$ cat src/rtl/register_file_if.sv
// Register file bus: two enabled write ports and two combinational read ports.
// The datapath side uses master and the register file uses slave.
interface register_file_if #(
   parameter int DATA_WIDTH = 16,
   parameter int ADDR_WIDTH = 3
);
   logic [1:0]            write_en;
   logic [ADDR_WIDTH-1:0] read_addr_0;
   logic [ADDR_WIDTH-1:0] read_addr_1;
   logic [ADDR_WIDTH-1:0] reg_write_addr_0;
   logic [ADDR_WIDTH-1:0] reg_write_addr_1;
   logic [DATA_WIDTH-1:0] data_in_0;
   logic [DATA_WIDTH-1:0] data_in_1;
   logic [DATA_WIDTH-1:0] read_data_0;
   logic [DATA_WIDTH-1:0] read_data_1;

   modport master (
      output write_en, read_addr_0, read_addr_1,
      output reg_write_addr_0, reg_write_addr_1, data_in_0, data_in_1,
      input  read_data_0, read_data_1
   );

   modport slave (
      input  write_en, read_addr_0, read_addr_1,
      input  reg_write_addr_0, reg_write_addr_1, data_in_0, data_in_1,
      output read_data_0, read_data_1
   );
endinterface

$ cat src/rtl/register_file.sv
// 8 x 16-bit general-purpose register file: two async read ports, two
// independently enabled synchronous write ports, synchronous active-high reset.
module register_file #(
   parameter int DATA_WIDTH = 16,
   parameter int ADDR_WIDTH = 3,
   parameter int NUM_REGS   = 8
) (
   input logic            clk,
   input logic            rst,
   register_file_if.slave rf
);

   logic [DATA_WIDTH-1:0] regs_q [NUM_REGS];
   logic [DATA_WIDTH-1:0] regs_d [NUM_REGS];

   // Port 1 is applied last so it wins when both ports hit the same address.
   always_comb begin
      regs_d = regs_q;
      if (rf.write_en[0]) regs_d[rf.reg_write_addr_0] = rf.data_in_0;
      if (rf.write_en[1]) regs_d[rf.reg_write_addr_1] = rf.data_in_1;
   end

   always_ff @(posedge clk) begin
      if (rst) begin
         for (int i = 0; i < NUM_REGS; i++) regs_q[i] <= '0;
      end else begin
         regs_q <= regs_d;
      end
   end

   // No write bypass: reads always reflect the stored state.
   assign rf.read_data_0 = regs_q[rf.read_addr_0];
   assign rf.read_data_1 = regs_q[rf.read_addr_1];

endmodule

$ cat src/flat_wrapper.sv
// flat-port wrapper written by rule: the top's interface ports become plain ports
module register_file_flat 
#(
   parameter int DATA_WIDTH = 16,
   parameter int ADDR_WIDTH = 3,
   parameter int NUM_REGS   = 8
)
  (clk, rst, rf_write_en, rf_read_addr_0, rf_read_addr_1, rf_reg_write_addr_0, rf_reg_write_addr_1, rf_data_in_0, rf_data_in_1, rf_read_data_0, rf_read_data_1);
  register_file_if #(.DATA_WIDTH(DATA_WIDTH), .ADDR_WIDTH(ADDR_WIDTH)) rf_i ();
  input logic clk;
  input logic rst;
  input wire logic [$bits(rf_i.write_en)-1:0] rf_write_en;
  input wire logic [$bits(rf_i.read_addr_0)-1:0] rf_read_addr_0;
  input wire logic [$bits(rf_i.read_addr_1)-1:0] rf_read_addr_1;
  input wire logic [$bits(rf_i.reg_write_addr_0)-1:0] rf_reg_write_addr_0;
  input wire logic [$bits(rf_i.reg_write_addr_1)-1:0] rf_reg_write_addr_1;
  input wire logic [$bits(rf_i.data_in_0)-1:0] rf_data_in_0;
  input wire logic [$bits(rf_i.data_in_1)-1:0] rf_data_in_1;
  output wire logic [$bits(rf_i.read_data_0)-1:0] rf_read_data_0;
  output wire logic [$bits(rf_i.read_data_1)-1:0] rf_read_data_1;
  assign rf_i.write_en = rf_write_en;
  assign rf_i.read_addr_0 = rf_read_addr_0;
  assign rf_i.read_addr_1 = rf_read_addr_1;
  assign rf_i.reg_write_addr_0 = rf_reg_write_addr_0;
  assign rf_i.reg_write_addr_1 = rf_reg_write_addr_1;
  assign rf_i.data_in_0 = rf_data_in_0;
  assign rf_i.data_in_1 = rf_data_in_1;
  assign rf_read_data_0 = rf_i.read_data_0;
  assign rf_read_data_1 = rf_i.read_data_1;
  register_file #(.DATA_WIDTH(DATA_WIDTH), .ADDR_WIDTH(ADDR_WIDTH), .NUM_REGS(NUM_REGS)) u_core (.clk(clk), .rst(rst), .rf(rf_i));
endmodule
$ cat config.mk
export PLATFORM = sky130hd
export DESIGN_NAME = register_file_flat
export DESIGN_NICKNAME = d
export VERILOG_FILES = /design/src/rtl/register_file_if.sv /design/src/rtl/register_file.sv /design/src/flat_wrapper.sv
export SDC_FILE = /design/constraint.sdc
export NUM_CORES = 1
export LEC_CHECK = 0
export BUFFER_PORTS_ARGS = -buffer_cell sky130_fd_sc_hd__buf_2
export CAP_MARGIN = 10
export CORE_ASPECT_RATIO = 0.8
export CORE_MARGIN = 3
export CORE_UTILIZATION = 46
export DETAILED_ROUTE_END_ITERATION = 6
export PLACE_DENSITY = 0.76
export SYNTH_ARGS = -nofsm -noshare
export SYNTH_HDL_FRONTEND = slang
export SYNTH_SLANG_ARGS = --single-unit
$ cat constraint.sdc
create_clock -name clk -period 2.8 [get_ports clk]
set_input_delay 0.28 -clock clk [delete_from_list [all_inputs] [get_ports clk]]
set_output_delay 0.28 -clock clk [all_outputs]
set_load 0.02 [all_outputs]
=== After elaboration in Yosys (flattened, before gate mapping) ===
Index checks and enable logic that the tools add are counted.

* Reductions and logical operators: 2
* Magnitude comparators: 6
* Muxes and demuxes: 14
* Bitwise gates (word level): 4

{| class="wikitable"
|+ Operator list
! operator !! number
|-
| $bwmux 128 || 2
|-
| $mux 128 || 2
|-
| $bmux 16 s3 || 2
|-
| $demux 16 s3 || 2
|-
| $mux 16 || 6
|-
| $ge 4x4->1 const B || 4
|-
| $not 3->4 || 4
|-
| $lt 4x1->1 const B || 2
|-
| $logic_and 1x1->1 || 2
|}

* Flip-flop bits (word level): 128
* Input port bits: 48

=== Logic depth before layout (Yosys ltp) ===
Gate-level depths: netlist (run 1).

* Depth after elaboration: 9
* Gate-level depth with buffers: 6
* Mapped depth without buffers: 3

=== Worst setup path after synthesis (run 1) ===
No wires, ideal clock.

* Path type: input-to-output
* From: input rf_read_addr_0[0]
* To: output rf_read_data_0[0]
* Data arrival time: 1.553 ns
* Required time: 2.520 ns
* Path slack: 0.967 ns
* Stages on the path: 4
* Path buffers: 2
* Cells stage by stage: buf_2 -> buf_2 -> mux4_2 -> mux2_2

* Cells in the longest elaborated chain, start to end: 4

{| class="wikitable"
|+ RTL lines
! item !! RTL line !! text
|-
| from (decl) || flat_wrapper.sv:13 || <nowiki>input wire logic [$bits(rf_i.read_addr_0)-1:0] rf_read_addr_0;</nowiki>
|-
| $not 3->4 (implied by the code) || register_file.sv:32 || <nowiki>assign rf.read_data_0 = regs_q[rf.read_addr_0];</nowiki>
|-
| $bmux 16 s3 || register_file.sv:32 ||
|-
| $mux 16 (implied by the code) (2 in a row) || register_file.sv:32 ||
|-
| to (decl) || flat_wrapper.sv:19 || <nowiki>output wire logic [$bits(rf_i.read_data_0)-1:0] rf_read_data_0;</nowiki>
|}

No other way between the ends. The select of a mux whose other input is x is not followed.

=== Final worst setup path (run 1) ===
* From: input rf_read_addr_1[1]
* To: output rf_read_data_1[14]

* Cells in the longest elaborated chain, start to end: 4

{| class="wikitable"
|+ RTL lines
! item !! RTL line !! text
|-
| from (decl) || flat_wrapper.sv:14 || <nowiki>input wire logic [$bits(rf_i.read_addr_1)-1:0] rf_read_addr_1;</nowiki>
|-
| $not 3->4 (implied by the code) || register_file.sv:33 || <nowiki>assign rf.read_data_1 = regs_q[rf.read_addr_1];</nowiki>
|-
| $bmux 16 s3 || register_file.sv:33 ||
|-
| $mux 16 (implied by the code) (2 in a row) || register_file.sv:33 ||
|-
| to (decl) || flat_wrapper.sv:20 || <nowiki>output wire logic [$bits(rf_i.read_data_1)-1:0] rf_read_data_1;</nowiki>
|}

No other way between the ends. The select of a mux whose other input is x is not followed.

==> impl_metrics.csv, run 1 <==
group,metric,value,unit
die,dieWidth,152,um
critical_path,critical-path-slowest-cell,"buf_2",
cts,cts.repair.resized,0,
run_status,result_of_the_run,"finished clean",
pwr,power_per_cell_area,578,nW/um2
synthesis,synth.lib_cells_used.distinct,21,
cts,clock_tree.htree_level_count,4,
die,starting_density_of_the_core,47.2,%
critical_path,timing_worst_setup_path_type,"primary input to primary output",
cts,tritoncts_sink_count,128,
place,port_buffers,79,
finish,stdcell_count,1127,
critical_path,worst_r2r_startpoint,"u_core.regs_q[62]$_SDFF_PP0_",
cts,cts_post_setup_buffers_inserted,0,
synthesis,number_of_instances_in_the_synthesized_netlist,885,
global_routing,grt_first_pass_wirelength,41300,um
routing,routed-via-count,7536,
cts,post_cts_hold_buffer_count,0,
pwr,power_leakage,0.00315,uW
die,die_area,18700,um2
die,core_area,16700,um2
routing,wl_per_cell,24.2,um
finish,register_containing_the_most_flip_flops_in_the_final_layout,"u_core.regs_q",
sta,finalCritPeriodShare,75.6,%
synthesis,synth_top_cell_area_share,32.6,%
routing,ant_nets,0,
die,std_cell_rows,42,
critical_path,category_of_the_worst_setup_path_capture_point,"primary output",
sta,worst_slack,0.682,ns
synthesis,ffs_latches_synth,128,
place,preCtsSetupSlack,0.713,ns
cts,clk_root_buffer_cell,"clkbuf_16",
finish,largest_register_ff_count,128,
run,drv_cap,0,
critical_path,worst_ep_arrival_time,1.84,ns
synthesis,synth_top_cell_by_area,"dfxtp_1",
sta,setup_repair_after_global_routing_missed_its_margin,"no",
critical_path,timing.critical_path.buf_inv,3,
critical_path,critPathTopFamily,"buffers and inverters",
global_routing,grt_use_total,28.7,%
critical_path,rrSetupSlack,1.93,ns
critical_path,critPathMaxFanout,21,
finish,post_route_cells_drive_above_1_share,27.9,%
synthesis,synthTopCellsByArea,"dfxtp_1, mux4_2, a311oi_1",
die,i_o_pin_cnt,80,
cts,cts_tree,"yes",
sta,relSlewSlack,37.1,%
die,die_height,123,um
worst_hold_path,hold_path.class,"primary input to flop",
synthesis,synth_nets,933,
global_routing,grt_pass1_vias,7313,
finish,layout_commonest_cell,"nand2_1",
global_routing,antenna_found_initial,2,
place,place.detailed.instances,1092,
sta,fmaxAchievable,472,MHz
critical_path,worst_setup_path_start_kind,"primary input",
critical_path,critical_path.cell_chain,"buf_2, buf_4, mux4_2, mux2_2, buf_2",
cts,clk_transition_reported_paths,0.06,ns
sta,layout_min_cycle_time,2.12,ns
pwr,total_power,5090,uW
synthesis,yosysWarningCount,0,
critical_path,worstReg2RegEnd,"u_core.regs_q[62]$_SDFF_PP0_",
critical_path,reg2regPathDepth,2,
synthesis,netlist_area,7870,um2
cts,max-clock-path-buffers,2,
place,dp_hpwl,17100,um
critical_path,worst_path_most_repeated_cell,"buf_2",
finish,biggestRegsByFlops,"u_core.regs_q (128)",
finish,nets,939,
worst_hold_path,min_path_cells,3,
routing,first_iter_violations,1143,
routing,routed_wirelength,27200,um
worst_hold_path,min_from,"rf_data_in_0[0]",
sta,timing.final.hold_violations,0,
sta,timing.clock.skew,0,ns
global_routing,largest_net_degree_at_the_start_of_global_routing,48,
finish,final_cell_mix,"nand2_1, nor2_1, dfxtp_1",
synthesis,synth_area_per_cell,8.89,um2
routing,drc,0,
sta,setup-tns-final,0,ns
synthesis,synth_seq_area_share,32.6,%
cts,cts_buffers,17,
routing,viasPerCell,6.69,
global_routing,overflow,0,
routing,dr.pass1.iters,6,
cts,clk_latency,0.43,ns
critical_path,critPathRequiredTime,2.52,ns
finish,flow.area_growth_from_synthesis,12.1,%
critical_path,worst_path_largest_cell_delay,0.51,ns
sta,transition_time_at_the_pin_with_the_least_slew_margin,0.943,ns
pwr,worst_ir_drop_vdd,0.000480,V
place,place_congestion,0.858,
worst_hold_path,timing.hold.worst_endpoint,"u_core.regs_q[80]$_SDFF_PP0_",
sta,timing_max_transition_violations_final,0,
sta,final_setup_violating_endpoints,0,
==> worst min-delay path: stages <==
cell,delay [ns]
buf_2,0.15
nand2_1,0.07
a311oi_1,0.07
==> cell families (layout without fill, tap and decap cells) <==
logic type,Yosys count,in the layout,synth area share (%)
compound gates,128,128,15.0
mux,96,96,22.9
simple gates,408,408,21.5
flops,128,128,32.6
buf+inv,125,144,8.03
other cells,0,3,0
==> power by group <==
group | total (uW) | switching, uW | internal, uW
clock network | 2390 | 843 | 1550
logic | 710 | 420 | 290
registers | 1990 | 75.7 | 1910
==> metrics by stage <==
step	util (%)	hold WS (ns)	cell area, um2
after floorplan	-	0.461	7870
after global placement	49.1	0.473	8180
after detailed placement	49.1	0.482	8180
after CTS	52.9	0.182	8810
after global routing	52.9	0.192	8820
final	52.9	0.191	8820
==> layout make-up <==
| class | instances | area (um2) |
|---|---|---|
| Multi-Input combinational cell | 632 | 4670 |
| Clock buffer | 21 | 470 |
| Clock inverter | 11 | 160 |
| Fill cell | 1445 | 7840 |
| Sequential cell | 128 | 2560 |
| Timing Repair Buffer | 112 | 671 |
| Tap cell | 220 | 275 |
| Antenna cell | 3 | 7.51 |
==> synth_stat cells <==
cell and number:
nand2_1 256, dfxtp_1 128, nor2_1 128, a311oi_1 119, mux4_2 64, clkbuf_1 43
buf_2 37, mux2_2 32, buf_1 14, clkbuf_2 12, buf_4 11, a311oi_2 9
buf_6 8, nand4b_1 6, nand4bb_1 6, and4b_1 3, and4bb_2 3, nand4_1 2
or4b_1 2, and4_1 1, nor4b_4 1
==> worst max path at each step <==
stage	cells after the start	from	slack, ns	end
after floorplan	4	rf_read_addr_0[0]	0.97	rf_read_data_0[0]
after global routing	5	rf_read_addr_1[1]	0.68	rf_read_data_1[0]
final	5	rf_read_addr_1[1]	0.68	rf_read_data_1[14]
after detailed placement	5	rf_read_addr_1[1]	0.71	rf_read_data_1[14]
after global placement	5	rf_read_addr_1[1]	0.74	rf_read_data_1[14]
after CTS	5	rf_read_addr_1[1]	0.72	rf_read_data_1[14]
==> metal layers <==
| metal | GRT usage, % | wire length (um) |
|---|---|---|
| met4 | 16.9 | 1360 |
| met1 | 35.7 | 10000 |
| met3 | 8.68 | 3460 |
| met2 | 44.7 | 12400 |
| met5 | 0 | 0 |
No activity file was read; power rests on OpenSTA's default activity.
==> run 2, diff against run 1 <==
--- a/config.mk
+++ b/config.mk
@@ -11,7 +11,7 @@
 export CORE_MARGIN = 3
 export CORE_UTILIZATION = 46
 export DETAILED_ROUTE_END_ITERATION = 6
-export PLACE_DENSITY = 0.76
+export PLACE_DENSITY = 0.78
 export SYNTH_ARGS = -nofsm -noshare
 export SYNTH_HDL_FRONTEND = slang
 export SYNTH_SLANG_ARGS = --single-unit
==> constraint.sdc (replaced) <==
create_clock -name clk -period 1.9 [get_ports clk]
set_input_delay 0.19 -clock clk [delete_from_list [all_inputs] [get_ports clk]]
set_output_delay 0.19 -clock clk [all_outputs]
set_load 0.02 [all_outputs]
==> impl_metrics.csv, run 2 (synthesis gave the netlist of run 1 again) <==
group,metric,value,unit
run_status,result_of_the_run,"finished clean",
global_routing,grt_use_total,29.1,%
sta,timing_max_transition_violations_final,0,
place,dp_hpwl,17900,um
place,place_congestion,0.894,
finish,nets,956,
critical_path,critPathMaxFanout,3,
routing,routed_wirelength,27600,um
pwr,p_sw_share,26.1,%
finish,stdcell_count,1142,
critical_path,worst_setup_path_start_kind,"flop",
global_routing,busiest_layer,"met2",
finish,biggestRegsByFlops,"u_core.regs_q (128)",
die,die_height,123,um
die,std_cell_rows,42,
pwr,total_switching_power,1990,uW
pwr,power_leakage,0.00333,uW
finish,layout_commonest_cell,"nand2_1",
die,i_o_pin_cnt,80,
critical_path,timing_worst_setup_path_type,"flop to primary output",
pwr,power_frac_comb,14.7,%
critical_path,critical-path-slowest-cell,"mux4_2",
run,drv_cap,0,
critical_path,critical_path.cell_chain,"mux4_2, mux2_2, buf_4",
global_routing,gr-usage-met3,8.40,%
pwr,power_per_cell_area,829,nW/um2
routing,viasPerCell,6.89,
finish,register_containing_the_most_flip_flops_in_the_final_layout,"u_core.regs_q",
routing,ant_nets,0,
cts,post_cts_hold_buffer_count,0,
finish,num-fill-cells,1369,
place,placed_cell_area,8420,um2
critical_path,rrSetupSlack,1.02,ns
critical_path,category_of_the_worst_setup_path_capture_point,"primary output",
finish,final_cell_mix,"nand2_1, nor2_1, a311oi_1",
sta,timing.clock.skew,0,ns
global_routing,met2_usage,45.4,%
critical_path,reg2regPathDepth,2,
sta,layout_min_cycle_time,1.88,ns
die,starting_density_of_the_core,47.2,%
place,preCtsSetupSlack,0.150,ns
global_routing,grt_pass1_vias,7602,
critical_path,worst_r2r_startpoint,"u_core.regs_q[110]$_SDFF_PP0_",
global_routing,overflow,0,
cts,clk_latency,0.43,ns
cts,clock_tree.htree_level_count,4,
global_routing,met1_layer_usage_reported_by_global_route,35.1,%
critical_path,worst_ep_arrival_time,1.69,ns
pwr,power.share.clock,46.8,%
cts,clk_transition_reported_paths,0.06,ns
cts,max-clock-path-buffers,2,
finish,layout.core_utilization,55.3,%
routing,wl_per_cell,24.1,um
die,dieWidth,152,um
sta,transition_time_at_the_pin_with_the_least_slew_margin,0.647,ns
global_routing,antenna_found_initial,0,
finish,largest_register_ff_count,128,
die,die_area,18700,um2
sta,fmaxAchievable,532,MHz
sta,timing.final.hold_violations,0,
critical_path,worstReg2RegEnd,"u_core.regs_q[110]$_SDFF_PP0_",
routing,drc,0,
pwr,intPower,5640,uW
sta,setup_repair_after_global_routing_missed_its_margin,"yes",
routing,dr.pass1.iters,6,
routing,routed-via-count,7864,
cts,cts_buffers,17,
sta,relSlewSlack,56.8,%
critical_path,worst_setup_path_endpoint,"rf_read_data_0[2]",
sta,final_setup_violating_endpoints,0,
critical_path,worst_path_largest_cell_delay,0.48,ns
place,place.detailed.instances,1109,
cts,tritoncts_sink_count,128,
finish,post_route_cells_drive_above_1_share,32.5,%
cts,clk_root_buffer_cell,"clkbuf_16",
finish,finish.instance_area,9210,um2
routing,first_iter_violations,1172,
global_routing,grt_first_pass_wirelength,42100,um
sta,finalCritPeriodShare,99.0,%
cts,cts_tree,"yes",
pwr,seqPwrFrac,38.6,%
critical_path,crit_start,"u_core.regs_q[2]$_SDFF_PP0_",
pwr,worst_ir_drop_vdd,0.000636,V
sta,worst_slack,0.0189,ns
critical_path,critPathRequiredTime,1.71,ns
place,port_buffers,79,
finish,flow.area_growth_from_synthesis,17.0,%
worst_hold_path,hold_path.class,"primary input to flop",
global_routing,largest_net_degree_at_the_start_of_global_routing,43,
die,core_area,16700,um2
run 2: cell types whose count changed in the layout (fill, tap and decap cells not counted), sizes merged:
cell,change
clkinvlp,-1
diode,-2
clkbuf,+1
buf,+17
run 2: how the worst min path moves through the flow:
| stage | start | endpoint | slack (ns) | depth (start not counted) |
|---|---|---|---|---|
| global placement | u_core.regs_q[71]$_SDFF_PP0_ | u_core.regs_q[71]$_SDFF_PP0_ | 0.47 | 2 |
| floorplan | u_core.regs_q[17]$_SDFF_PP0_ | u_core.regs_q[17]$_SDFF_PP0_ | 0.46 | 2 |
| detailed placement | u_core.regs_q[8]$_SDFF_PP0_ | u_core.regs_q[8]$_SDFF_PP0_ | 0.48 | 2 |
| finish | rf_data_in_0[15] | u_core.regs_q[31]$_SDFF_PP0_ | 0.09 | 3 |
| CTS | rf_data_in_0[1] | u_core.regs_q[113]$_SDFF_PP0_ | 0.09 | 3 |
| global route | rf_data_in_0[15] | u_core.regs_q[31]$_SDFF_PP0_ | 0.10 | 3 |
run 2: final cells by class:
| type | count | area [um2] | area share (%) |
|---|---|---|---|
| Antenna cell | 1 | 2.50 | 0.0272 |
| Clock buffer | 22 | 484 | 5.26 |
| Sequential cell | 128 | 2600 | 28.2 |
| Timing Repair Buffer | 129 | 972 | 10.6 |
| Tap cell | 220 | 275 | 2.99 |
| Multi-Input combinational cell | 632 | 4720 | 51.2 |
| Clock inverter | 10 | 156 | 1.70 |
run 2: power by group through the flow:
| stage | sequential (uW) | clock (uW) | combinational, uW |
|---|---|---|---|
| final | 2940 | 3570 | 1120 |
| after global routing | 2950 | 3700 | 1180 |
| after CTS | 2930 | 3570 | 1060 |
| after detailed placement | 2980 | 0 | 1050 |
| after global placement | 2980 | 0 | 1030 |
| after floorplan | 2940 | 0 | 754 |
run 2: worst max-delay path, delay by kind of cell, from the launching register on:
family,cells,cell delay (ns)
buffers and inverters,1,0.17
flip-flops,1,0.32
multiplexers,2,0.77
run 2: timing repair:
action,CTS,global route
gates resized for setup,3,69
setup endpoints to repair,1,19
buffers inserted,0,0
run 2: layer usage:
| metal | routed length [um] | share of wire [%] |
|---|---|---|
| met5 | 0 | 0 |
| met4 | 1880 | 6.8 |
| met3 | 3130 | 11 |
| met2 | 12500 | 45 |
| met1 | 10100 | 37 |
run 2: metrics by stage:
stage	power (uW)	setup TNS, ns	hold WS, ns
finish	7640	0	0.0920
global route	7830	-0.0562	0.101
CTS	7560	0	0.0920
detailed placement	4040	0	0.481
global placement	4010	0	0.471
floorplan	3690	0	0.461
==> run 3, diff against run 2 <==
--- a/config.mk
+++ b/config.mk
@@ -11,7 +11,7 @@
 export CORE_MARGIN = 3
 export CORE_UTILIZATION = 46
 export DETAILED_ROUTE_END_ITERATION = 6
-export PLACE_DENSITY = 0.78
+export PLACE_DENSITY = 0.7
 export SYNTH_ARGS = -nofsm -noshare
 export SYNTH_HDL_FRONTEND = slang
 export SYNTH_SLANG_ARGS = --single-unit
==> impl_metrics.csv, run 3 (synthesis gave the netlist of run 1 again) <==
group,metric,value,unit
routing,dr.pass1.iters,7,
routing,first_iter_violations,1114,
cts,post_cts_hold_buffer_count,0,
die,starting_density_of_the_core,47.2,%
pwr,total_switching_power,1940,uW
finish,final_cell_mix,"nand2_1, nor2_1, a311oi_1",
die,die_height,123,um
routing,wl_per_cell,24.2,um
sta,timing.clock.skew,0,ns
critical_path,critPathMaxFanout,3,
place,placed_cell_area,8420,um2
sta,setup-tns-final,0,ns
cts,clk_root_buffer_cell,"clkbuf_16",
global_routing,largest_net_degree_at_the_start_of_global_routing,33,
pwr,power_leakage,0.00327,uW
run,drv_cap,0,
finish,largest_register_ff_count,128,
cts,clk_transition_reported_paths,0.06,ns
sta,final_setup_violating_endpoints,0,
critical_path,worst_setup_path_start_kind,"flop",
sta,fmaxAchievable,528,MHz
sta,relSlewSlack,58.7,%
run_status,failed_checks,"DRC",
routing,routed-via-count,7620,
finish,finish.instance_area,9070,um2
cts,max-clock-path-buffers,2,
sta,finalCritPeriodShare,99.6,%
finish,register_containing_the_most_flip_flops_in_the_final_layout,"u_core.regs_q",
sta,setup_repair_after_global_routing_missed_its_margin,"no",
routing,viasPerCell,6.68,
critical_path,worst_ep_arrival_time,1.70,ns
worst_hold_path,min_from,"rf_data_in_0[0]",
place,dp_hpwl,17900,um
finish,flow.area_growth_from_synthesis,15.3,%
critical_path,worst_r2r_startpoint,"u_core.regs_q[103]$_SDFF_PP0_",
cts,cts_buffers,17,
die,core_area,16700,um2
global_routing,grt_pass1_vias,7384,
critical_path,timing_worst_setup_path_type,"flop to primary output",
sta,layout_min_cycle_time,1.89,ns
global_routing,antenna_found_initial,1,
finish,biggestRegsByFlops,"u_core.regs_q (128)",
sta,transition_time_at_the_pin_with_the_least_slew_margin,0.619,ns
run_status,result_of_the_run,"finished with violations",
sta,timing_max_transition_violations_final,0,
die,die_area,18700,um2
place,place_congestion,0.847,
cts,clock_tree.htree_level_count,4,
finish,nets,957,
routing,routed_wirelength,27600,um
critical_path,critPathRequiredTime,1.71,ns
place,port_buffers,79,
die,i_o_pin_cnt,80,
cts,tritoncts_sink_count,128,
finish,layout_commonest_cell,"nand2_1",
cts,clk_latency,0.43,ns
worst_hold_path,hold_path.class,"primary input to flop",
pwr,intPower,5380,uW
global_routing,grt_use_total,29.8,%
cts,cts_tree,"yes",
pwr,power.share.clock,44.9,%
pwr,power_per_cell_area,808,nW/um2
critical_path,category_of_the_worst_setup_path_capture_point,"primary output",
global_routing,grt_first_pass_wirelength,43000,um
pwr,worst_ir_drop_vdd,0.000620,V
finish,n_antenna_cell,0,
routing,ant_nets,0,
routing,drc,3,
critical_path,crit_start,"u_core.regs_q[69]$_SDFF_PP0_",
die,std_cell_rows,42,
pwr,seqPwrFrac,40.1,%
pwr,p_sw_share,26.5,%
global_routing,overflow,0,
die,dieWidth,152,um
sta,timing.final.hold_violations,0,
pwr,power_frac_comb,15.0,%
finish,post_route_cells_drive_above_1_share,30.5,%
[run 3: cell types whose count changed in the layout (fill, tap and decap cells not counted), sizes merged]
| cell | before | now |
|---|---|---|
| buf | 129 | 130 |
| bufinv | 4 | 2 |
| clkbuf | 22 | 25 |
| clkinv | 5 | 2 |
| diode | 1 | 0 |
[run 3: area by class of cell]
type | instances | area, um2
repair buffers | 130 | 933
clock buffers | 25 | 505
fillers | 1477 | 7590
clock inverters | 5 | 77.6
flip-flops and latches | 128 | 2580
well taps | 220 | 275
multi-input cells | 632 | 4700
[run 3: worst paths after layout]
| path | to | slack (ns) | depth (start not counted) |
|---|---|---|---|
| setup reg to reg | u_core.regs_q[103]$_SDFF_PP0_ | 1.07 | 2 |
| hold / removal | u_core.regs_q[64]$_SDFF_PP0_ | 0.10 | 3 |
| setup / recovery | rf_read_data_1[5] | 0.008 | 3 |
| hold reg to reg | u_core.regs_q[8]$_SDFF_PP0_ | 0.49 | 2 |
[run 3: critical path, stage by stage, from the launching register on]
cell and delay [ns]:
dfxtp_2 0.33, mux4_2 0.46, mux2_4 0.32, buf_2 0.17
[run 3: timing repair]
item / in CTS / in global routing
buffers inserted: 0 / 0
setup endpoints to repair: 2 / 11
resized for setup: 2 / 30
[run 3: layer usage]
layer | track usage (%) | up-vias | part of all wire [%]
li1 | - | 3266 | -
met3 | 7.28 | 123 | 11
met2 | 47.1 | 515 | 46
met1 | 39.4 | 3714 | 39
met5 | 0 | - | 0.040
met4 | 13.5 | 2 | 4.3
[run 3: through the flow]
stage | instances | hold slack (ns) | setup slack [ns] | util [%] | total power (uW)
5_1_grt | 1140 | 0.123 | 0.000358 | 54.4 | 7510
3_3_place_gp | 1110 | 0.472 | 0.111 | 50.5 | 4020
3_5_place_dp | 1110 | 0.483 | 0.0850 | 50.5 | 4040
6_report | 1140 | 0.103 | 0.00780 | 54.4 | 7330
4_1_cts | 1140 | 0.106 | 0.00416 | 54.1 | 7280
2_1_floorplan | 885 | 0.461 | 0.247 | - | 3690
[run 3: power by group through the flow]
stage          Sequential [uW]  Combinational [uW]  Clock [uW]
3_3_place_gp              2980                1040           0
5_1_grt                   2950                1170        3400
4_1_cts                   2930                1070        3290
2_1_floorplan             2940                 754           0
6_report                  2940                1100        3290
3_5_place_dp              2980                1060           0
